### src/rtl/busy_scoreboard_if.sv
// busy_scoreboard_if
//   Bundles every non-clock/reset signal of the register busy scoreboard.
//   master : the map/select/writeback side that drives requests
//   slave  : the scoreboard itself
// Signals:
//   flush                    synchronous pipeline flush
//   map_we / map_dest        per-slot destination writes (slot 0 oldest)
//   rd_src / rd_ready        2 sources per slot, index 2i+s; combinational readiness
//   wake_valid / wake_dest   wakeup (clear) ports
//   ckpt_alloc, ckpt_release, ckpt_restore, ckpt_restore_id   checkpoint controls
//   ckpt_alloc_id, ckpt_full                                  checkpoint status
//   busy_cnt                 registered popcount of the busy table
interface busy_scoreboard_if #(
  parameter int REG_NUM    = 32,
  parameter int MAP_WIDTH  = 2,
  parameter int WAKE_PORTS = 4,
  parameter int CKPT_NUM   = 4,
  parameter int ADDR_W     = $clog2(REG_NUM),
  parameter int CKPT_W     = $clog2(CKPT_NUM),
  parameter int CNT_W      = $clog2(REG_NUM) + 1
);
  logic                            flush;
  logic [MAP_WIDTH-1:0]            map_we;
  logic [MAP_WIDTH*ADDR_W-1:0]     map_dest;
  logic [2*MAP_WIDTH*ADDR_W-1:0]   rd_src;
  logic [2*MAP_WIDTH-1:0]          rd_ready;
  logic [WAKE_PORTS-1:0]           wake_valid;
  logic [WAKE_PORTS*ADDR_W-1:0]    wake_dest;
  logic                            ckpt_alloc;
  logic [CKPT_W-1:0]               ckpt_alloc_id;
  logic                            ckpt_full;
  logic                            ckpt_release;
  logic                            ckpt_restore;
  logic [CKPT_W-1:0]               ckpt_restore_id;
  logic [CNT_W-1:0]                busy_cnt;

  modport master (
    output flush, map_we, map_dest, rd_src, wake_valid, wake_dest,
           ckpt_alloc, ckpt_release, ckpt_restore, ckpt_restore_id,
    input  rd_ready, ckpt_alloc_id, ckpt_full, busy_cnt
  );

  modport slave (
    input  flush, map_we, map_dest, rd_src, wake_valid, wake_dest,
           ckpt_alloc, ckpt_release, ckpt_restore, ckpt_restore_id,
    output rd_ready, ckpt_alloc_id, ckpt_full, busy_cnt
  );
endinterface

### src/rtl/busy_scoreboard.sv
// busy_scoreboard
//   Per-architectural-register busy table for decode/dispatch. Reports source
//   readiness for a dispatch group (with write-first wakeup bypass and
//   intra-group RAW detection) and optionally keeps a FIFO of table
//   checkpoints for single-cycle mispredict recovery.
// Ports:
//   clk     rising-edge clock
//   resetn  asynchronous active-low reset
//   bus     busy_scoreboard_if.slave (map, read, wakeup, checkpoint, count)
// Configuration:
//   BUSY_SCOREBOARD_CKPT_EN  defined   -> checkpoint FIFO, snapshots and restore built
//                            undefined -> checkpoint controls ignored, full/id tied 0
module busy_scoreboard #(
  parameter int REG_NUM    = 32,
  parameter int ADDR_W     = $clog2(REG_NUM),
  parameter int MAP_WIDTH  = 2,
  parameter int WAKE_PORTS = 4,
  parameter int CKPT_NUM   = 4
) (
  input  logic             clk,
  input  logic             resetn,
  busy_scoreboard_if.slave bus
);
  localparam int CKPT_W = $clog2(CKPT_NUM);
  localparam int CNT_W  = $clog2(REG_NUM) + 1;

  logic [REG_NUM-1:0]   busy_q;
  logic [REG_NUM-1:0]   set_vec;
  logic [REG_NUM-1:0]   clr_vec;
  logic [REG_NUM-1:0]   table_next;
  logic [2*MAP_WIDTH-1:0] ready_c;
  logic [ADDR_W-1:0]    src_sel;
  logic                 hazard;
  logic [CNT_W-1:0]     pop_c;
  logic [CNT_W-1:0]     cnt_q;

  // Decode this cycle's map (set) and wakeup (clear) requests into bit vectors.
  // Register 0 can never become busy.
  always_comb begin
    set_vec = '0;
    clr_vec = '0;
    for (int i = 0; i < MAP_WIDTH; i++)
      if (bus.map_we[i]) set_vec[bus.map_dest[i*ADDR_W +: ADDR_W]] = 1'b1;
    for (int p = 0; p < WAKE_PORTS; p++)
      if (bus.wake_valid[p]) clr_vec[bus.wake_dest[p*ADDR_W +: ADDR_W]] = 1'b1;
    set_vec[0] = 1'b0;
  end

  // Set is ORed in after the clear so a new producer owns the register.
  assign table_next = (busy_q & ~clr_vec) | set_vec;

  // Readiness: a source waits on a table bit not being woken this cycle, or on
  // an older slot of the same group that writes it.
  always_comb begin
    ready_c = '0;
    src_sel = '0;
    hazard  = 1'b0;
    for (int i = 0; i < MAP_WIDTH; i++) begin
      for (int s = 0; s < 2; s++) begin
        src_sel = bus.rd_src[(2*i+s)*ADDR_W +: ADDR_W];
        hazard  = busy_q[src_sel] & ~clr_vec[src_sel];
        for (int k = 0; k < i; k++)
          if (bus.map_we[k] && (bus.map_dest[k*ADDR_W +: ADDR_W] == src_sel)) hazard = 1'b1;
        ready_c[2*i+s] = (src_sel == '0) || !hazard;
      end
    end
  end

  assign bus.rd_ready = ready_c;

  always_comb begin
    pop_c = '0;
    for (int r = 0; r < REG_NUM; r++) pop_c = pop_c + CNT_W'(busy_q[r]);
  end

  // The count lags the table by one cycle.
  always_ff @(posedge clk or negedge resetn) begin
    if (!resetn) cnt_q <= '0;
    else         cnt_q <= pop_c;
  end

  assign bus.busy_cnt = cnt_q;

`ifdef BUSY_SCOREBOARD_CKPT_EN
  logic [REG_NUM-1:0] snap_q [CKPT_NUM];
  logic [CKPT_W-1:0]  head_q;
  logic [CKPT_W-1:0]  tail_q;
  logic [CKPT_W:0]    count_q;
  logic               full_c;
  logic               do_alloc;
  logic               do_release;
  logic [CKPT_W-1:0]  head_next;
  logic [CKPT_W-1:0]  restore_off;
  logic               restore_id_ok;

  assign full_c      = (count_q == (CKPT_W+1)'(CKPT_NUM));
  assign do_alloc    = bus.ckpt_alloc && !full_c && !bus.ckpt_restore;
  assign do_release  = bus.ckpt_release && (count_q != '0);
  assign head_next   = do_release ? head_q + CKPT_W'(1) : head_q;
  // Surviving checkpoints after a restore are those between the (possibly
  // advanced) head and the restored id; power-of-two depth makes this wrap.
  assign restore_off = bus.ckpt_restore_id - head_next;
  assign restore_id_ok = ({1'b0, bus.ckpt_restore_id - head_q} < count_q);

  // Table, snapshots and FIFO pointers. Wakeups scrub every snapshot slot;
  // freed slots are rewritten on allocation so scrubbing them is harmless.
  always_ff @(posedge clk or negedge resetn) begin
    if (!resetn) begin
      busy_q  <= '0;
      head_q  <= '0;
      tail_q  <= '0;
      count_q <= '0;
      for (int j = 0; j < CKPT_NUM; j++) snap_q[j] <= '0;
    end else if (bus.flush) begin
      busy_q  <= '0;
      head_q  <= '0;
      tail_q  <= '0;
      count_q <= '0;
    end else begin
      for (int j = 0; j < CKPT_NUM; j++) snap_q[j] <= snap_q[j] & ~clr_vec;
      if (bus.ckpt_restore) begin
        busy_q  <= snap_q[bus.ckpt_restore_id] & ~clr_vec;
        tail_q  <= bus.ckpt_restore_id;
        count_q <= {1'b0, restore_off};
      end else begin
        busy_q <= table_next;
        if (do_alloc) begin
          snap_q[tail_q] <= table_next;
          tail_q         <= tail_q + CKPT_W'(1);
        end
        count_q <= count_q + (CKPT_W+1)'(do_alloc) - (CKPT_W+1)'(do_release);
      end
      head_q <= head_next;
    end
  end

  assign bus.ckpt_full     = full_c;
  assign bus.ckpt_alloc_id = tail_q;

  restore_valid_a: assert property (@(posedge clk) disable iff (!resetn)
    (bus.ckpt_restore && !bus.flush) |-> restore_id_ok);

  restore_head_release_a: assert property (@(posedge clk) disable iff (!resetn)
    (bus.ckpt_restore && bus.ckpt_release && !bus.flush) |-> (bus.ckpt_restore_id != head_q));
`else
  logic unused_ckpt;
  assign unused_ckpt = ^{bus.ckpt_alloc, bus.ckpt_release, bus.ckpt_restore, bus.ckpt_restore_id};

  // Without checkpoints the table only follows maps, wakeups and flush.
  always_ff @(posedge clk or negedge resetn) begin
    if (!resetn)        busy_q <= '0;
    else if (bus.flush) busy_q <= '0;
    else                busy_q <= table_next;
  end

  assign bus.ckpt_full     = 1'b0;
  assign bus.ckpt_alloc_id = '0;
`endif
endmodule
### src/flat_wrapper.sv
// flat-port wrapper written by rule: the top's interface ports become plain ports
module busy_scoreboard_flat 
#(
  parameter int REG_NUM    = 32,
  parameter int ADDR_W     = $clog2(REG_NUM),
  parameter int MAP_WIDTH  = 2,
  parameter int WAKE_PORTS = 4,
  parameter int CKPT_NUM   = 4
)
  (clk, resetn, bus_flush, bus_map_we, bus_map_dest, bus_rd_src, bus_wake_valid, bus_wake_dest, bus_ckpt_alloc, bus_ckpt_release, bus_ckpt_restore, bus_ckpt_restore_id, bus_rd_ready, bus_ckpt_alloc_id, bus_ckpt_full, bus_busy_cnt);
  busy_scoreboard_if #(.REG_NUM(REG_NUM), .MAP_WIDTH(MAP_WIDTH), .WAKE_PORTS(WAKE_PORTS), .CKPT_NUM(CKPT_NUM), .ADDR_W(ADDR_W)) bus_i ();
  input  logic clk;
  input  logic resetn;
  input wire logic [$bits(bus_i.flush)-1:0] bus_flush;
  input wire logic [$bits(bus_i.map_we)-1:0] bus_map_we;
  input wire logic [$bits(bus_i.map_dest)-1:0] bus_map_dest;
  input wire logic [$bits(bus_i.rd_src)-1:0] bus_rd_src;
  input wire logic [$bits(bus_i.wake_valid)-1:0] bus_wake_valid;
  input wire logic [$bits(bus_i.wake_dest)-1:0] bus_wake_dest;
  input wire logic [$bits(bus_i.ckpt_alloc)-1:0] bus_ckpt_alloc;
  input wire logic [$bits(bus_i.ckpt_release)-1:0] bus_ckpt_release;
  input wire logic [$bits(bus_i.ckpt_restore)-1:0] bus_ckpt_restore;
  input wire logic [$bits(bus_i.ckpt_restore_id)-1:0] bus_ckpt_restore_id;
  output wire logic [$bits(bus_i.rd_ready)-1:0] bus_rd_ready;
  output wire logic [$bits(bus_i.ckpt_alloc_id)-1:0] bus_ckpt_alloc_id;
  output wire logic [$bits(bus_i.ckpt_full)-1:0] bus_ckpt_full;
  output wire logic [$bits(bus_i.busy_cnt)-1:0] bus_busy_cnt;
  assign bus_i.flush = bus_flush;
  assign bus_i.map_we = bus_map_we;
  assign bus_i.map_dest = bus_map_dest;
  assign bus_i.rd_src = bus_rd_src;
  assign bus_i.wake_valid = bus_wake_valid;
  assign bus_i.wake_dest = bus_wake_dest;
  assign bus_i.ckpt_alloc = bus_ckpt_alloc;
  assign bus_i.ckpt_release = bus_ckpt_release;
  assign bus_i.ckpt_restore = bus_ckpt_restore;
  assign bus_i.ckpt_restore_id = bus_ckpt_restore_id;
  assign bus_rd_ready = bus_i.rd_ready;
  assign bus_ckpt_alloc_id = bus_i.ckpt_alloc_id;
  assign bus_ckpt_full = bus_i.ckpt_full;
  assign bus_busy_cnt = bus_i.busy_cnt;
  busy_scoreboard #(.REG_NUM(REG_NUM), .ADDR_W(ADDR_W), .MAP_WIDTH(MAP_WIDTH), .WAKE_PORTS(WAKE_PORTS), .CKPT_NUM(CKPT_NUM)) u_core (.clk(clk), .resetn(resetn), .bus(bus_i));
endmodule
### config.mk
export PLATFORM = sky130hd
export DESIGN_NAME = busy_scoreboard_flat
export DESIGN_NICKNAME = d
export VERILOG_FILES = /design/src/rtl/busy_scoreboard_if.sv /design/src/rtl/busy_scoreboard.sv /design/src/flat_wrapper.sv
export SDC_FILE = /design/constraint.sdc
export NUM_CORES = 1
export LEC_CHECK = 0
export BUFFER_PORTS_ARGS = -buffer_cell sky130_fd_sc_hd__buf_2
export CAP_MARGIN = 20
export CORE_ASPECT_RATIO = 1.5
export CORE_MARGIN = 1.5
export CORE_UTILIZATION = 44
export CTS_BUF_LIST = sky130_fd_sc_hd__clkbuf_4 sky130_fd_sc_hd__clkbuf_8 sky130_fd_sc_hd__clkbuf_16
export DETAILED_ROUTE_END_ITERATION = 16
export GPL_TIMING_DRIVEN = 0
export PLACE_DENSITY_LB_ADDON = 0.15
export REMOVE_ABC_BUFFERS = 1
export SLEW_MARGIN = 20
export SYNTH_ARGS = -nofsm -noshare
export SYNTH_HDL_FRONTEND = slang
export SYNTH_SLANG_ARGS = --single-unit
export TNS_END_PERCENT = 1
### constraint.sdc
create_clock -name clk -period 14.5 [get_ports clk]
set_input_delay 0 -clock clk [delete_from_list [all_inputs] [get_ports clk]]
set_output_delay 0 -clock clk [all_outputs]
set_load 0.05 [all_outputs]
# --- After elaboration in Yosys (flattened, before gate mapping) ---
# Index checks and enable logic that the tools add are counted.
classes:
  n_addsub: 31
  magnitude_cmp: 16
  eq_ne: 2
  mux: 37
  n_bitwise: 15
  n_reduce_logical: 20
op_table:
  columns: ["cell", "count"]
  rows:
  - ["two-way mux 32 bit", 7]
  - ["adder 6 x 1 -> 6 bit", 30]
  - ["bitwise OR 32 bit", 5]
  - ["< comparator 5 x 6 -> 1 bit (second input constant)", 10]
  - ["binary-select mux 1 bit (select 5 bit)", 8]
  - ["bitwise AND 32 bit", 1]
  - ["inverter 32 bit", 1]
  - ["demux 1 bit (select 5 bit)", 6]
  - ["greater-or-equal comparator 5 x 1 -> 1 bit (second input constant)", 6]
  - ["logical NOT 5 bit", 4]
  - ["two-way mux 1 bit", 16]
  - ["== test 5 bit", 2]
  - ["logical AND 1 bit", 8]
  - ["bitwise AND 1 bit", 4]
  - ["logical NOT 1 bit", 4]
  - ["logical OR 1 bit", 4]
  - ["inverter 1 bit", 4]
  - ["adder 1 x 1 -> 2 bit", 1]
totals:
  register_bits: 38
  out_inout_bits: 13

# --- Logic depth before layout (Yosys ltp) ---
depth:
  depth_word: 31
  depth_mapped: 18
  mapped_depth_nobuf: 18

# --- Least setup slack after synthesis ---
# No wires, ideal clock.
synth_path:
  kind: "register -> register"
  start: "register u_core.busy_q[1]"
  end: "register u_core.cnt_q[4], in the netlist u_core.bus.busy_cnt[4]"
  setup_time_ps: 123
  arrival_ps: 4711
  path_slack_ps: 9666
  stages_incl_launch_ff: 15
  path_buffers: 0
  synth_period_minus_slack_ps: 4834
  path_cell_list: "dfrtp_1 ha_1 inv_1 fa_1 fa_1 fa_1 fa_1 fa_1 fa_1 fa_1 fa_1 inv_1 a21o_1 a21oi_1 xnor2_1"
synth_between:
  elab_chain_len: 31
synth_rtl:
  columns: ["element", "line", "source"]
  rows:
  - ["start: declaration", "busy_scoreboard.sv:27", "logic [REG_NUM-1:0] busy_q;"]
  - ["start signal: assignment", "busy_scoreboard.sv:153", "else busy_q <= table_next;"]
  - ["adder 1 x 1 -> 2 bit", "busy_scoreboard.sv:73", "for (int r = 0; r < REG_NUM; r++) pop_c = pop_c + CNT_W'(busy_q[r]);"]
  - ["adder 6 x 1 -> 6 bit (30 in series)", "busy_scoreboard.sv:73", null]
  - ["named net u_core.pop_c[4]", "busy_scoreboard.sv:34", "logic [CNT_W-1:0] pop_c;"]
  - ["end signal: assignment", "busy_scoreboard.sv:79", "else cnt_q <= pop_c;"]
  - ["end: declaration", "busy_scoreboard.sv:35", "logic [CNT_W-1:0] cnt_q;"]
# The timed path passes the listed nets, and every way through them passes these cells.

# --- Worst setup path in the final report ---
# Ends and elaborated chain as after synthesis.

==> flow_metrics.tcl <==
set metrics [dict create \
    synth.top_cell.area_share 0.169 \
    routed_wl_um 21000 \
    rows 50 \
    cts_sinks 38 \
    core_sq_um 12400 \
    vdd_drop_max_mv 0.0753 \
    grt_overflow 0 \
    pin_count 77 \
    setup-tns-final_ns 0 \
    diodes 0 \
    synth_edf_count 0 \
    vias_per_cell 7.34 \
    cellLeakagePower_nw 2.33 \
    drive_gt1_frac 0.201 \
    final_util 0.493 \
    finClkSkew_ns 0.00519 \
    h-tree-depth 2 \
    ys_ff_latch 38 \
    syn_to_final_growth_pct 9.31 \
    syn_area_per_cell_sq_um 9.06 \
    firstDrtPassIters 6 \
    start_kind "flip-flop" \
    grt_setup_unrepaired "no" \
    place_inst 804 \
    wl_per_cell_um 25.9 \
    max_slew_margin 0.367 \
    fmax_ghz 0.194 \
    cts_buffer_depth 2 \
    worst_pin_slew_ns 0.937 \
    clock_latency_ns 0.29 \
    cts_made_buffers 5 \
    status "finished clean" \
    ys.flop_type "dfrtp_1" \
    finalSetupViolCount 0 \
    design_area_sq_um 6140 \
    hpwl_um 16400 \
    synthMuxAreaShare 0.189 \
    hold_path.class "input port to flip-flop" \
    grt_pass1_vias 5745 \
    synth-xor-area-share 0.0187 \
    clk_pin_slew_ns 0.06 \
    grt_max_degree 39 \
    slew_viol_final 0 \
    initial_core_util 0.451 \
    path_max_fanout 6 \
    track_usage 0.322 \
    io_buffer_count 68 \
    synth_top_family_by_area "compound AO/OA/AOI/OAI gates" \
    drv_cap 0 \
    cp.required_ns 14.67 \
    ys_types 72 \
    layout.cells.non_filler 812 \
    antenna_found_initial 0 \
    die_y_um 141 \
    end_kind "flip-flop" \
    clockRootBuffer "clkbuf_16" \
    drc 0 \
    first_iter_violations 787 \
    cts_tree "yes" \
    cts_resized 0 \
    syn_inst 620 \
    grt_pass1_wl_um 32500 \
    yosys.area_share.simple 0.213 \
    fp.dieArea_sq_um 13500 \
    powerDensity_nw_per_um2 59.4 \
    synth-compound-area-share 0.236 \
    layout.nets 752 \
    fillers 1187 \
    syn_area_sq_um 5620 \
    die_x_um 95.3 \
    finalWorstSetupSlack_ns 9.34 \
    hold_violations 0 \
    fin_crit_sh 0.356 \
    ant_nets 0 \
    crit_type "flip-flop to flip-flop" \
    seq_area_frac_synth 0.169 \
    synth.area.top_cells "dfrtp_1 17%, mux4_2 16%, fa_1 8.6%, o22ai_1 4.2%, inv_1 3.6%" \
    routabilityCongestion 0.964 \
    dp_slack_ns 9.37 \
    vias 5961 \
    async_reset_ff_frac 1.00 \
    arrival_ns 5.32 \
    synth_fa_ha_area_frac 0.103 \
    period_needed_ns 5.16 \
    yosys_warnings 0 \
    yosys.area.top_type "dfrtp_1" \
    postPlaceCellArea_sq_um 5980 \
]
## power by group
group | internal, mW | switching, mW
Clock | 0.0647 | 0.0443
Combinational | 0.0478 | 0.0928
Sequential | 0.111 | 0.00402
## cell usage after synthesis, types with 15 or more instances
library cell,instances
a21oi_1,32
a222oi_1,15
a22oi_1,18
clkbuf_1,27
dfrtp_1,38
fa_1,24
inv_1,54
mux4_2,41
nand2_1,35
nand3_1,15
nor2_1,47
o22ai_1,38
## flip-flops by register name, indices dropped and copies added (netlist names)
| signal | flops |
|---|---|
| u_core.busy_q | 32 |
| u_core.bus.busy_cnt | 6 |
## worst paths after layout
check                                  from                endpoint  slack, ns  cells past startpoint
setup / recovery           u_core.busy_q[1]  u_core.bus.busy_cnt[4]       9.34                     14
hold / removal                    bus_flush       u_core.busy_q[20]       0.21                      2
setup reg to reg           u_core.busy_q[1]  u_core.bus.busy_cnt[4]       9.34                     14
hold reg to reg            u_core.busy_q[0]        u_core.busy_q[0]       0.60                      1
max in group asynchronous            resetn       u_core.busy_q[31]      13.53                      2
min in group asynchronous            resetn  u_core.bus.busy_cnt[2]       0.39                      2
## area by class of cell
| type | count | area, sq um | area share |
|---|---|---|---|
| multi-input combinational | 487 | 4300 | 0.700 |
| sequential | 38 | 951 | 0.155 |
| tap | 156 | 195 | 0.0318 |
| clock buffer | 6 | 133 | 0.0216 |
| timing repair buffer | 69 | 350 | 0.0570 |
| inverter | 55 | 206 | 0.0336 |
| clock inverter | 1 | 7.51 | 0.00122 |
## metal layers
layer	wire (um)	GRT usage	vias to the layer above
li1	-	-	2522
met1	7220	0.384	2906
met2	10800	0.542	433
met3	1770	0.0493	100
met4	1250	0.181	0
met5	0	0	-
## per-stage QoR
stage	hold WS (ns)	power [mW]
2_1_floorplan	-0.296	0.197
3_3_place_gp	0.161	0.251
3_5_place_dp	0.172	0.254
4_1_cts	0.210	0.365
5_1_grt	0.247	0.381
6_report	0.213	0.365
## worst max-delay path, stage by stage (launching register included)
cell	delay [ns]
dfrtp_1	0.44
ha_1	0.31
inv_1	0.05
fa_1	0.50
fa_1	0.58
fa_1	0.46
fa_1	0.49
fa_1	0.55
fa_1	0.43
fa_1	0.43
fa_1	0.41
inv_1	0.07
a21o_1	0.11
a21oi_1	0.07
xnor2_1	0.14
## cell families (layout without fill, tap and decap cells)
family | Yosys count | in the layout
adders and majority gates | 32 | 32
DFF | 38 | 38
xor gates and xnor gates | 12 | 12
muxes | 55 | 55
and+or+nand+nor | 204 | 204
buffers and inverters | 97 | 131
AOI/OAI and AO/OA | 181 | 181
other | 1 | 3
## layout by cell type (no fill, tap or decap), drive strengths merged, types with 6 or more instances in the layout
cell type	count
buf	68
nor2b	11
a221oi	11
or2	6
clkbuf	6
inv	55
a22oi	18
nand3	15
dfrtp	38
mux2i	13
mux4	41
fa	24
xor2	8
ha	8
nor3b	11
a31oi	6
a222oi	15
nand2	35
and3b	6
nand4b	8
nand2b	12
nor2	47
nand4bb	7
o22ai	38
o21ai	11
nor3	13
a21oi	32
## repair_timing
action,in CTS,in global routing
buffers inserted,0,0
endpoints found under the setup margin,0,0
endpoints found under the hold margin,38,0
hold buffers,1,0
Power figures use the tool's default switching activity.
